<file path="config.mk">
export PLATFORM = sky130hd
export DESIGN_NAME = wave_spawn_controller
export DESIGN_NICKNAME = d
export VERILOG_FILES = /design/src/rtl/game_pkg.sv /design/src/rtl/spawn_gap_timer.sv /design/src/rtl/wave_spawn_controller.sv
export SDC_FILE = /design/constraint.sdc
export NUM_CORES = 1
export LEC_CHECK = 0
export BUFFER_PORTS_ARGS = -buffer_cell sky130_fd_sc_hd__buf_2
export CORE_MARGIN = 5
export CORE_UTILIZATION = 45
export CTS_CLUSTER_DIAMETER = 60
export DETAILED_ROUTE_END_ITERATION = 12
export PLACE_DENSITY = 0.68
export SLEW_MARGIN = 10
export SYNTH_ARGS = -nofsm -noshare
export SYNTH_HDL_FRONTEND = slang
export SYNTH_SLANG_ARGS = --single-unit
export TNS_END_PERCENT = 100
</file>
<file path="constraint.sdc">
create_clock -name clk -period 2.95 [get_ports clk]
set_input_delay 0.295 -clock clk [delete_from_list [all_inputs] [get_ports clk]]
set_output_delay 0.295 -clock clk [all_outputs]
set_load 0.03 [all_outputs]
</file>
<file path="src/rtl/game_pkg.sv">
// Shared game-flow definitions: spawn-controller state encodings, stage codes,
// default wave sizes, starting lives and score increments.
package game_pkg;

    typedef enum logic [2:0] {
        ST_IDLE     = 3'd0,
        ST_LOAD     = 3'd1,
        ST_WAIT_GAP = 3'd2,
        ST_SPAWN    = 3'd3,
        ST_DRAIN    = 3'd4,
        ST_DONE     = 3'd5,
        ST_OVER     = 3'd6
    } state_e;

    localparam logic [1:0] STAGE_1 = 2'd1;
    localparam logic [1:0] STAGE_2 = 2'd2;
    localparam logic [1:0] STAGE_3 = 2'd3;

    localparam int DEFAULT_CARS_S1     = 8;
    localparam int DEFAULT_CARS_S2     = 12;
    localparam int DEFAULT_CARS_S3     = 16;
    localparam int DEFAULT_START_LIVES = 5;

    localparam int SCORE_KILL  = 10;
    localparam int SCORE_CLEAR = 50;

endpackage

</file>
<file path="src/rtl/spawn_gap_timer.sv">
// Free-running gap counter with synchronous clear/enable; tc pulses on the cycle
// the count sits at LAST while enabled.
module spawn_gap_timer #(
    parameter int W    = 25,
    parameter int LAST = 24999999
) (
    input  logic clk,
    input  logic resetn,
    input  logic clr,
    input  logic en,
    output logic tc
);

    localparam logic [W-1:0] LAST_V = W'(LAST);

    logic [W-1:0] cnt;

    always_ff @(posedge clk or negedge resetn) begin
        if (!resetn) begin
            cnt <= '0;
        end else if (clr) begin
            cnt <= '0;
        end else if (en) begin
            cnt <= cnt + 1'b1;
        end
    end

    assign tc = en && (cnt == LAST_V);

endmodule

</file>
<file path="src/rtl/wave_spawn_controller.sv">
// Wave engine for the flow FSM's IN_PROGRESS states: spawns cars at a fixed gap,
// tracks cars alive and lives, reports per-stage car_done and game_over.
// Optional scoring is built when WAVE_SCORE_EN is defined.
module wave_spawn_controller
    import game_pkg::*;
#(
    parameter int TICKS_PER_SPAWN = 25000000,
    parameter int CARS_S1         = DEFAULT_CARS_S1,
    parameter int CARS_S2         = DEFAULT_CARS_S2,
    parameter int CARS_S3         = DEFAULT_CARS_S3,
    parameter int START_LIVES     = DEFAULT_START_LIVES,
    parameter int GAP_W           = 25
) (
    input  logic        clk,
    input  logic        resetn,
    input  logic        stage_1_in_progress,
    input  logic        stage_2_in_progress,
    input  logic        stage_3_in_progress,
    input  logic        spawn_ready,
    input  logic        car_destroyed,
    input  logic        car_reached_end,
    output logic        spawn_valid,
    output logic [4:0]  spawn_car_id,
    output logic [1:0]  spawn_stage,
    output logic [4:0]  cars_alive,
    output logic [3:0]  lives,
    output logic        stage_1_car_done,
    output logic        stage_2_car_done,
    output logic        stage_3_car_done,
    output logic        game_over,
    output logic [15:0] score,
    output logic [2:0]  dbg_state
);

    // Handshake: spawn_valid is high for the whole SPAWN state with id/stage held;
    // a car is transferred on every rising edge where spawn_valid && spawn_ready.
    state_e      state, state_nx;
    logic [1:0]  stage_q, stage_nx;
    logic [4:0]  to_spawn, to_spawn_nx;
    logic [4:0]  alive, alive_nx;
    logic [4:0]  car_id, car_id_nx;
    logic [3:0]  lives_q, lives_nx;
    logic        fire, active, stage_live, lives_dec, gap_tc;
    logic [5:0]  alive_sum, alive_net, removals;
    logic [4:0]  wave_len;

    spawn_gap_timer #(.W(GAP_W), .LAST(TICKS_PER_SPAWN - 1)) u_gap (
        .clk    (clk),
        .resetn (resetn),
        .clr    ((state != ST_WAIT_GAP) || gap_tc),
        .en     (state == ST_WAIT_GAP),
        .tc     (gap_tc)
    );

    always_comb begin
        active     = (state == ST_LOAD) || (state == ST_WAIT_GAP) ||
                     (state == ST_SPAWN) || (state == ST_DRAIN);
        fire       = (state == ST_SPAWN) && spawn_ready;
        removals   = {5'd0, car_destroyed} + {5'd0, car_reached_end};
        alive_sum  = {1'b0, alive} + {5'd0, fire};
        alive_net  = (alive_sum > removals) ? (alive_sum - removals) : 6'd0;
        lives_dec  = active && car_reached_end && (lives_q != 4'd0);
        case (stage_q)
            STAGE_1: begin stage_live = stage_1_in_progress; wave_len = 5'(CARS_S1); end
            STAGE_2: begin stage_live = stage_2_in_progress; wave_len = 5'(CARS_S2); end
            STAGE_3: begin stage_live = stage_3_in_progress; wave_len = 5'(CARS_S3); end
            default: begin stage_live = 1'b0;                wave_len = 5'd0;        end
        endcase
    end

    always_comb begin
        state_nx    = state;
        stage_nx    = stage_q;
        to_spawn_nx = to_spawn;
        alive_nx    = alive;
        car_id_nx   = car_id;
        lives_nx    = lives_q - {3'd0, lives_dec};
        if (active) begin
            alive_nx = alive_net[4:0];
        end
        case (state)
            ST_IDLE: begin
                if (stage_1_in_progress) begin
                    stage_nx = STAGE_1;
                    state_nx = ST_LOAD;
                end else if (stage_2_in_progress) begin
                    stage_nx = STAGE_2;
                    state_nx = ST_LOAD;
                end else if (stage_3_in_progress) begin
                    stage_nx = STAGE_3;
                    state_nx = ST_LOAD;
                end
            end
            ST_LOAD: begin
                to_spawn_nx = wave_len;
                alive_nx    = 5'd0;
                car_id_nx   = 5'd0;
                state_nx    = ST_WAIT_GAP;
            end
            ST_WAIT_GAP: begin
                if (gap_tc) state_nx = ST_SPAWN;
            end
            ST_SPAWN: begin
                if (fire) begin
                    to_spawn_nx = to_spawn - 5'd1;
                    car_id_nx   = car_id + 5'd1;
                    state_nx    = (to_spawn == 5'd1) ? ST_DRAIN : ST_WAIT_GAP;
                end
            end
            ST_DRAIN: begin
                // Never enter DONE on the cycle the last life is lost.
                if ((to_spawn == 5'd0) && (alive == 5'd0) && (lives_nx != 4'd0))
                    state_nx = ST_DONE;
            end
            ST_DONE: begin
                if (!stage_live) state_nx = ST_IDLE;
            end
            default: state_nx = ST_OVER;
        endcase
        if (active && !stage_live) begin
            state_nx    = ST_IDLE;
            to_spawn_nx = 5'd0;
            alive_nx    = 5'd0;
        end
        if ((lives_q == 4'd0) && (state != ST_OVER)) begin
            state_nx = ST_OVER;
        end
    end

    always_ff @(posedge clk or negedge resetn) begin
        if (!resetn) begin
            state    <= ST_IDLE;
            stage_q  <= 2'd0;
            to_spawn <= 5'd0;
            alive    <= 5'd0;
            car_id   <= 5'd0;
            lives_q  <= 4'(START_LIVES);
        end else begin
            state    <= state_nx;
            stage_q  <= stage_nx;
            to_spawn <= to_spawn_nx;
            alive    <= alive_nx;
            car_id   <= car_id_nx;
            lives_q  <= lives_nx;
        end
    end

`ifdef WAVE_SCORE_EN
    logic [15:0] score_q;
    logic [16:0] score_sum;

    always_comb begin
        score_sum = {1'b0, score_q}
                  + ((active && car_destroyed) ? 17'(SCORE_KILL) : 17'd0)
                  + (((state == ST_DRAIN) && (state_nx == ST_DONE)) ? 17'(SCORE_CLEAR) : 17'd0);
    end

    always_ff @(posedge clk or negedge resetn) begin
        if (!resetn) begin
            score_q <= 16'd0;
        end else begin
            score_q <= score_sum[16] ? 16'hFFFF : score_sum[15:0];
        end
    end

    assign score = score_q;
`else
    assign score = 16'd0;
`endif

    assign spawn_valid      = (state == ST_SPAWN);
    assign spawn_car_id     = car_id;
    assign spawn_stage      = stage_q;
    assign cars_alive       = alive;
    assign lives            = lives_q;
    assign stage_1_car_done = (state == ST_DONE) && (stage_q == STAGE_1);
    assign stage_2_car_done = (state == ST_DONE) && (stage_q == STAGE_2);
    assign stage_3_car_done = (state == ST_DONE) && (stage_q == STAGE_3);
    assign game_over        = (state == ST_OVER);
    assign dbg_state        = state;

endmodule

</file>
### Yosys cells after proc, flatten, opt, wreduce, memory -nomap -nowiden

Index checks and enable logic that the tools add are counted.

| storage, ports and cells | value |
|---|---|
| register bits after elaboration | 49 |
| input port bits | 8 |
| logic and storage cells | 93 |

| operators by class | value |
|---|---|
| muxes and demuxes | 27 |
| add/sub/neg operators | 7 |
| reductions and logical operators | 31 |
| $lt $le $gt $ge | 1 |
| equal/unequal tests | 20 |

Operators with widths:

| cell | number |
|---|---|
| 25-bit two-way mux | 2 |
| 5-bit two-way mux | 7 |
| 3-bit two-way mux | 10 |
| 25-bit by 1-bit adder with 25-bit output (second input constant) | 1 |
| 25-bit equality test (second input constant) | 1 |
| 5-bit one-hot mux with 2 select lines | 2 |
| 3-bit one-hot mux with 6 select lines | 1 |
| 5-bit one-hot mux with 3 select lines | 1 |
| 1-bit logical AND | 11 |
| 5-bit logical NOT | 2 |
| 3-bit equality test (second input constant) | 3 |
| 3-bit nonzero test | 3 |
| 4-bit by 1-bit inequality test with 1-bit output (second input constant) | 2 |
| 4-bit inequality test (second input constant) | 2 |
| 4-bit nonzero test | 2 |
| 5-bit by 1-bit adder with 6-bit output | 1 |
| 3-bit by 2-bit equality test with 1-bit output (second input constant) | 2 |
| 6-bit by 2-bit > comparator with 1-bit output | 1 |
| 2-bit two-way mux | 3 |
| 6-bit inequality test (second input constant) | 1 |
| 2-bit AND reduction | 3 |
| 5-bit by 1-bit adder with 5-bit output (second input constant) | 1 |
| 5-bit by 1-bit equality test with 1-bit output (second input constant) | 1 |
| 5-bit AND reduction | 1 |
| other kinds (17) | 22 |

### Depth between registers and ports, before layout

| logic depth | value |
|---|---|
| word-level depth | 13 |
| depth in mapped cells | 12 |
| gate-level depth less buffers | 11 |

### Cells and area by module

From an unflattened synthesis, not the netlist that was laid out.

| second synthesis, totals | value |
|---|---|
| cell total of the unflattened synthesis | 362 |
| area total of the unflattened synthesis | 3219.3 um2 |

By module, submodules not included:

| module | instances | area each (um2) | seq. area each (um2) | cells each |
|---|---|---|---|---|
| wave_spawn_controller | 1 | 1885.6 | 603.1 | 218 |
| spawn_gap_timer | 1 | 1333.8 | 625.6 | 144 |

### Worst setup path after synthesis

No wires, ideal clock.

| path | value |
|---|---|
| path type | flip-flop to flip-flop |
| start point | reg state[1] (netlist: dbg_state[1]) |
| end point | reg alive[4] (netlist: cars_alive[4]) |
| setup time | 76 ps |
| setup slack | -193 ps |
| arrival | 3066 ps |
| data required time | 2874 ps |
| cell stages (with the launch flop) | 12 |
| clock period less this slack | 3143 ps |
| cell sequence | dfrtp_1 buf_2 nand3b_1 nor2_1 ha_1 ha_1 inv_1 fa_1 a21o_1 a311o_1 or3_1 o21ai_1 |

| on the way | value |
|---|---|
| cells in the longest elaborated chain, start to end | 8 |
| elaborated cells on any way between the ends | 17 |
| classes of those cells | add/sub (2); order compare (1); eq/ne (4); mux (4); reduce/logical (6) |

RTL lines:

| item | line | text |
|---|---|---|
| start: declaration | wave_spawn_controller.sv:37 | `state_e state, state_nx;` |
| start signal: assignment | wave_spawn_controller.sv:139 | `state <= state_nx;` |
| 3-bit by 2-bit equality test with 1-bit output | wave_spawn_controller.sv:57, wave_spawn_controller.sv:58 |  |
| 1-bit logical AND | wave_spawn_controller.sv:58 | `fire = (state == ST_SPAWN) && spawn_ready;` |
| 5-bit by 1-bit adder with 6-bit output | wave_spawn_controller.sv:60 | `alive_sum = {1'b0, alive} + {5'd0, fire};` |
| 5-bit by 2-bit subtractor with 5-bit output or 6-bit by 2-bit > comparator with 1-bit output (tied branches) | wave_spawn_controller.sv:61 | `alive_net = (alive_sum > removals) ? (alive_sum - removals) : 6'd0;` |
| 5-bit two-way mux | wave_spawn_controller.sv:61 |  |
| 5-bit two-way mux | wave_spawn_controller.sv:78 | `if (active) begin` |
| 5-bit two-way mux | wave_spawn_controller.sv:81 | `case (state)` |
| 5-bit two-way mux | wave_spawn_controller.sv:120 | `if (active && !stage_live) begin` |
| end signal: assignment | wave_spawn_controller.sv:142 | `alive <= alive_nx;` |
| end: declaration | wave_spawn_controller.sv:40 | `logic [4:0] alive, alive_nx;` |

Several ways; a longest one is shown, not always the timed one. The select of a mux whose other input is x is not followed.
A chain may end at the register's enable or synchronous reset.

### Worst setup path in the final report

| path | value |
|---|---|
| start point | reg lives_q[1] (netlist: lives[1]) |
| end point | reg state[2] (netlist: dbg_state[2]) |

| on the way | value |
|---|---|
| cells in the longest elaborated chain, start to end | 7 |
| elaborated cells on any way between the ends | 14 |
| classes of those cells | add/sub (1); eq/ne (5); mux (1); reduce/logical (7) |

RTL lines:

| item | line | text |
|---|---|---|
| start: declaration | wave_spawn_controller.sv:42 | `logic [3:0] lives_q, lives_nx;` |
| start signal: assignment | wave_spawn_controller.sv:137 | `lives_q <= 4'(START_LIVES);` |
| start signal: assignment | wave_spawn_controller.sv:144 | `lives_q <= lives_nx;` |
| 4-bit nonzero test | wave_spawn_controller.sv:62 | `lives_dec = active && car_reached_end && (lives_q != 4'd0);` |
| 1-bit logical AND | wave_spawn_controller.sv:62 |  |
| 4-bit by 1-bit subtractor with 4-bit output (*) | wave_spawn_controller.sv:77 | `lives_nx = lives_q - {3'd0, lives_dec};` |
| named net lives_nx[1] | wave_spawn_controller.sv:42 |  |
| 4-bit nonzero test (*) | wave_spawn_controller.sv:112 | `if ((to_spawn == 5'd0) && (alive == 5'd0) && (lives_nx != 4'd0))` |
| 1-bit logical AND (*) | wave_spawn_controller.sv:112 |  |
| 4-bit by 1-bit inequality test with 1-bit output (no line) (*) | n/a |  |
| 5-bit AND reduction (no line) (*) | n/a |  |

The timed path passes the listed nets; every way through them passes the cells marked *.

==> impl_metrics.csv <==
group,metric,value,unit
outcome,status,"complete, no violations",
setup_path,crit_slowest_cell,"or4_4",
placed_design,dpl-instance-area,3420,µm²
synthesis,synthTopCellsByCount,"nor2_1, dfrtp_1, inv_1",
cts,clock_path_buffers,2,
cts,h-tree-depth,2,
global_routing,grt_max_degree,37,
power,ir_worst_vdd,0.227,mV
drt,drc,0,
layout,layout-drive-gt1-share,17.1,%
setup_path,crit_type,"reg2reg",
placed_design,gp_congestion,0.829,
setup_path,critPathLaunchType,"flip-flop",
global_routing,grt_pass1_wl,12100,µm
placed_design,dp_hpwl,5120,µm
cts,cts_tree,"built",
synthesis,synth_cells,347,
setup_path,cp_data_arrival_time,2.99,ns
floorplan,io_pins,48,
timing,fin_crit_sh,94.9,%
synthesis,yosys.cell_count.top_type,"nor2_1",
synthesis,async_flop_share,100,%
floorplan,start_util,46.5,%
synthesis,yosys_most_used_dff,"dfrtp_1",
layout,final_nets,411,
drt,vias_per_cell,5.38,
synthesis,netlist_area,3190,µm²
floorplan,fp.dieArea,8880,µm²
synthesis,synth_area_leaders,"dfrtp_1, ha_1, nor2_1",
layout,area_delta_synth_final,11.4,%
drt,routedWlPerCell,14.5,µm
placed_design,port_buffers,31,
drt,drt_iter0_drc,96,
timing,setup_viol,0,
cts,cts.clk_slew.worst_paths,0.10,ns
global_routing,antenna_found_initial,0,
global_routing,grt_pass1_vias,2566,
setup_path,crit_chain,"or4_4, nand2_1, nor2_1, ha_1, ha_1, inv_1, or4b_1, o2bb2ai_2, o31ai_1, o2bb2ai_1",
synthesis,synth_edf_count,0,
timing,hold_viol_final,0,
setup_path,critPathRequiredTime,3.14,ns
global_routing,gr-usage-all-layers,16.8,%
cts,clk_latency,0.30,ns
floorplan,rows,30,
timing,rsz0062_at_grt,"no",
setup_path,cpPeakStageDelay,0.59,ns
setup_path,crit_family,"simple AND/OR/NAND/NOR gates",
layout,final_cell_area,3560,µm²
cts,cts_resized,0,
synthesis,yosysWarnings,0,
timing,tns,0,ns
floorplan,coreArea,6870,µm²
job,drv_cap,0,
drt,vias,2588,
setup_path,cp-end-kind,"flip-flop",
cts,clock_sinks,49,
hold_path,hold_class,"in2async",
global_routing,grt_overflow_total,0,
drt,drt-pass1-iter-count,4,
synthesis,synth_top_area_share,36.8,%
setup_path,path_common_cell,"ha_1",
synthesis,syn_avg_cell_area,9.21,µm²
setup_path,path_buf_inv,1,
cts,cts_buffers,5,
cts,postCtsSetupRepairBufs,0,
synthesis,ys_ff_latch,49,
timing,skew,0.00762,ns
layout,diodes,0,
setup_path,cp_max_fo,5,
timing,drv_slew,0,
drt,ant_nets,0,
floorplan,die_y,94.3,µm
cts,postCtsHoldBufs,0,
drt,wirelength,6960,µm
power,p_leak,1.61,nW
timing,slew_headroom,44.4,%
synthesis,synth_area_leader_cell,"dfrtp_1",
timing,fmax,357,MHz
floorplan,fp.dieW,94.3,µm
synthesis,synth_cell_types,71,
synthesis,seq_area_frac_synth,38.5,%
cts,cts_root_buf,"clkbuf_8",
timing,worst_pin_slew,0.833,ns
timing,period_needed,2.80,ns
power,cellPowerDensity,368,nW/µm²
## layout make-up
type | count | area, µm²
Inverter | 22 | 82.6
Tap cell | 96 | 120
Sequential cell | 49 | 1230
Timing Repair Buffer | 40 | 223
Clock buffer | 5 | 68.8
Multi-Input combinational cell | 266 | 1770
Fill cell | 664 | 3310
Clock inverter | 3 | 65.1
## worst paths after layout
path / endpoint / startpoint / slack, ns / cells past startpoint
hold reg to reg: u_gap.cnt[0] / u_gap.cnt[0] / 0.46 / 1
max in group asynchronous: u_gap.cnt[8] / resetn / 2.15 / 2
min in group clk: spawn_stage[1] / stage_1_in_progress / 0.26 / 2
setup reg to reg: dbg_state[2] / lives[1] / 0.15 / 10
hold / removal: u_gap.cnt[9] / resetn / 0.09 / 1
setup / recovery: dbg_state[2] / lives[1] / 0.15 / 10
## layout by cell type (no fill, tap or decap), drive strengths merged, types with 15 or more instances in the layout
cell	netlist	routed
xnor2	17	17
nand2	19	19
dfrtp	47	47
a21oi	15	15
inv	21	21
nor2	49	49
o21ai	16	16
buf	24	40
conb	1	16
ha	18	18
## where the power goes
group	total, mW	internal [mW]	leakage (nW)	switching (mW)
Sequential	0.673	0.672	0.642	0.000915
Combinational	0.0676	0.0114	0.902	0.0562
Clock	0.568	0.337	0.0681	0.231
Total	1.31	1.02	1.61	0.288
## stage by stage
stage	utilization, %	worst slack, ns	power [mW]	hold slack, ns	std cells
5_1_grt	51.8	0.0309	1.37	0.144	481
6_report	51.8	0.150	1.31	0.0942	481
3_5_place_dp	49.9	0.178	0.754	0.446	473
2_1_floorplan	-	0.00146	0.743	-0.000591	362
4_1_cts	51.8	0.141	1.33	0.112	481
3_3_place_gp	49.9	0.240	0.753	0.442	473
## sequential cells by signal, indices dropped and copies added (netlist names)
register and flops:
to_spawn 5, u_gap.cnt 25, dbg_state 3, spawn_car_id 5, cars_alive 5, spawn_stage 2, lives 4
## cells by family (layout without fill, tap and decap cells)
family	after synthesis	in the layout	synth area share (%)
AND/OR/NAND/NOR	138	138	23.4
AO/OA/AOI/OAI	65	65	14.5
flip-flops	49	49	38.5
buffers and inverters	47	70	8.07
XOR/XNOR	27	27	7.40
adder cells (fa/ha/maj)	19	19	7.68
other	1	16	0.117
multiplexers	1	1	0.313
## metal layers
metal | part of all wire [%] | wire length [µm] | track usage, % | up-vias
met3 | 2.8 | 194 | 3.13 | 8
met4 | 0.72 | 50 | 3.85 | 0
li1 | - | - | - | 1262
met2 | 52 | 3610 | 30.0 | 47
met1 | 45 | 3100 | 20.9 | 1271
met5 | 0 | 0 | 0 | -
Power figures use the tool's default switching activity.
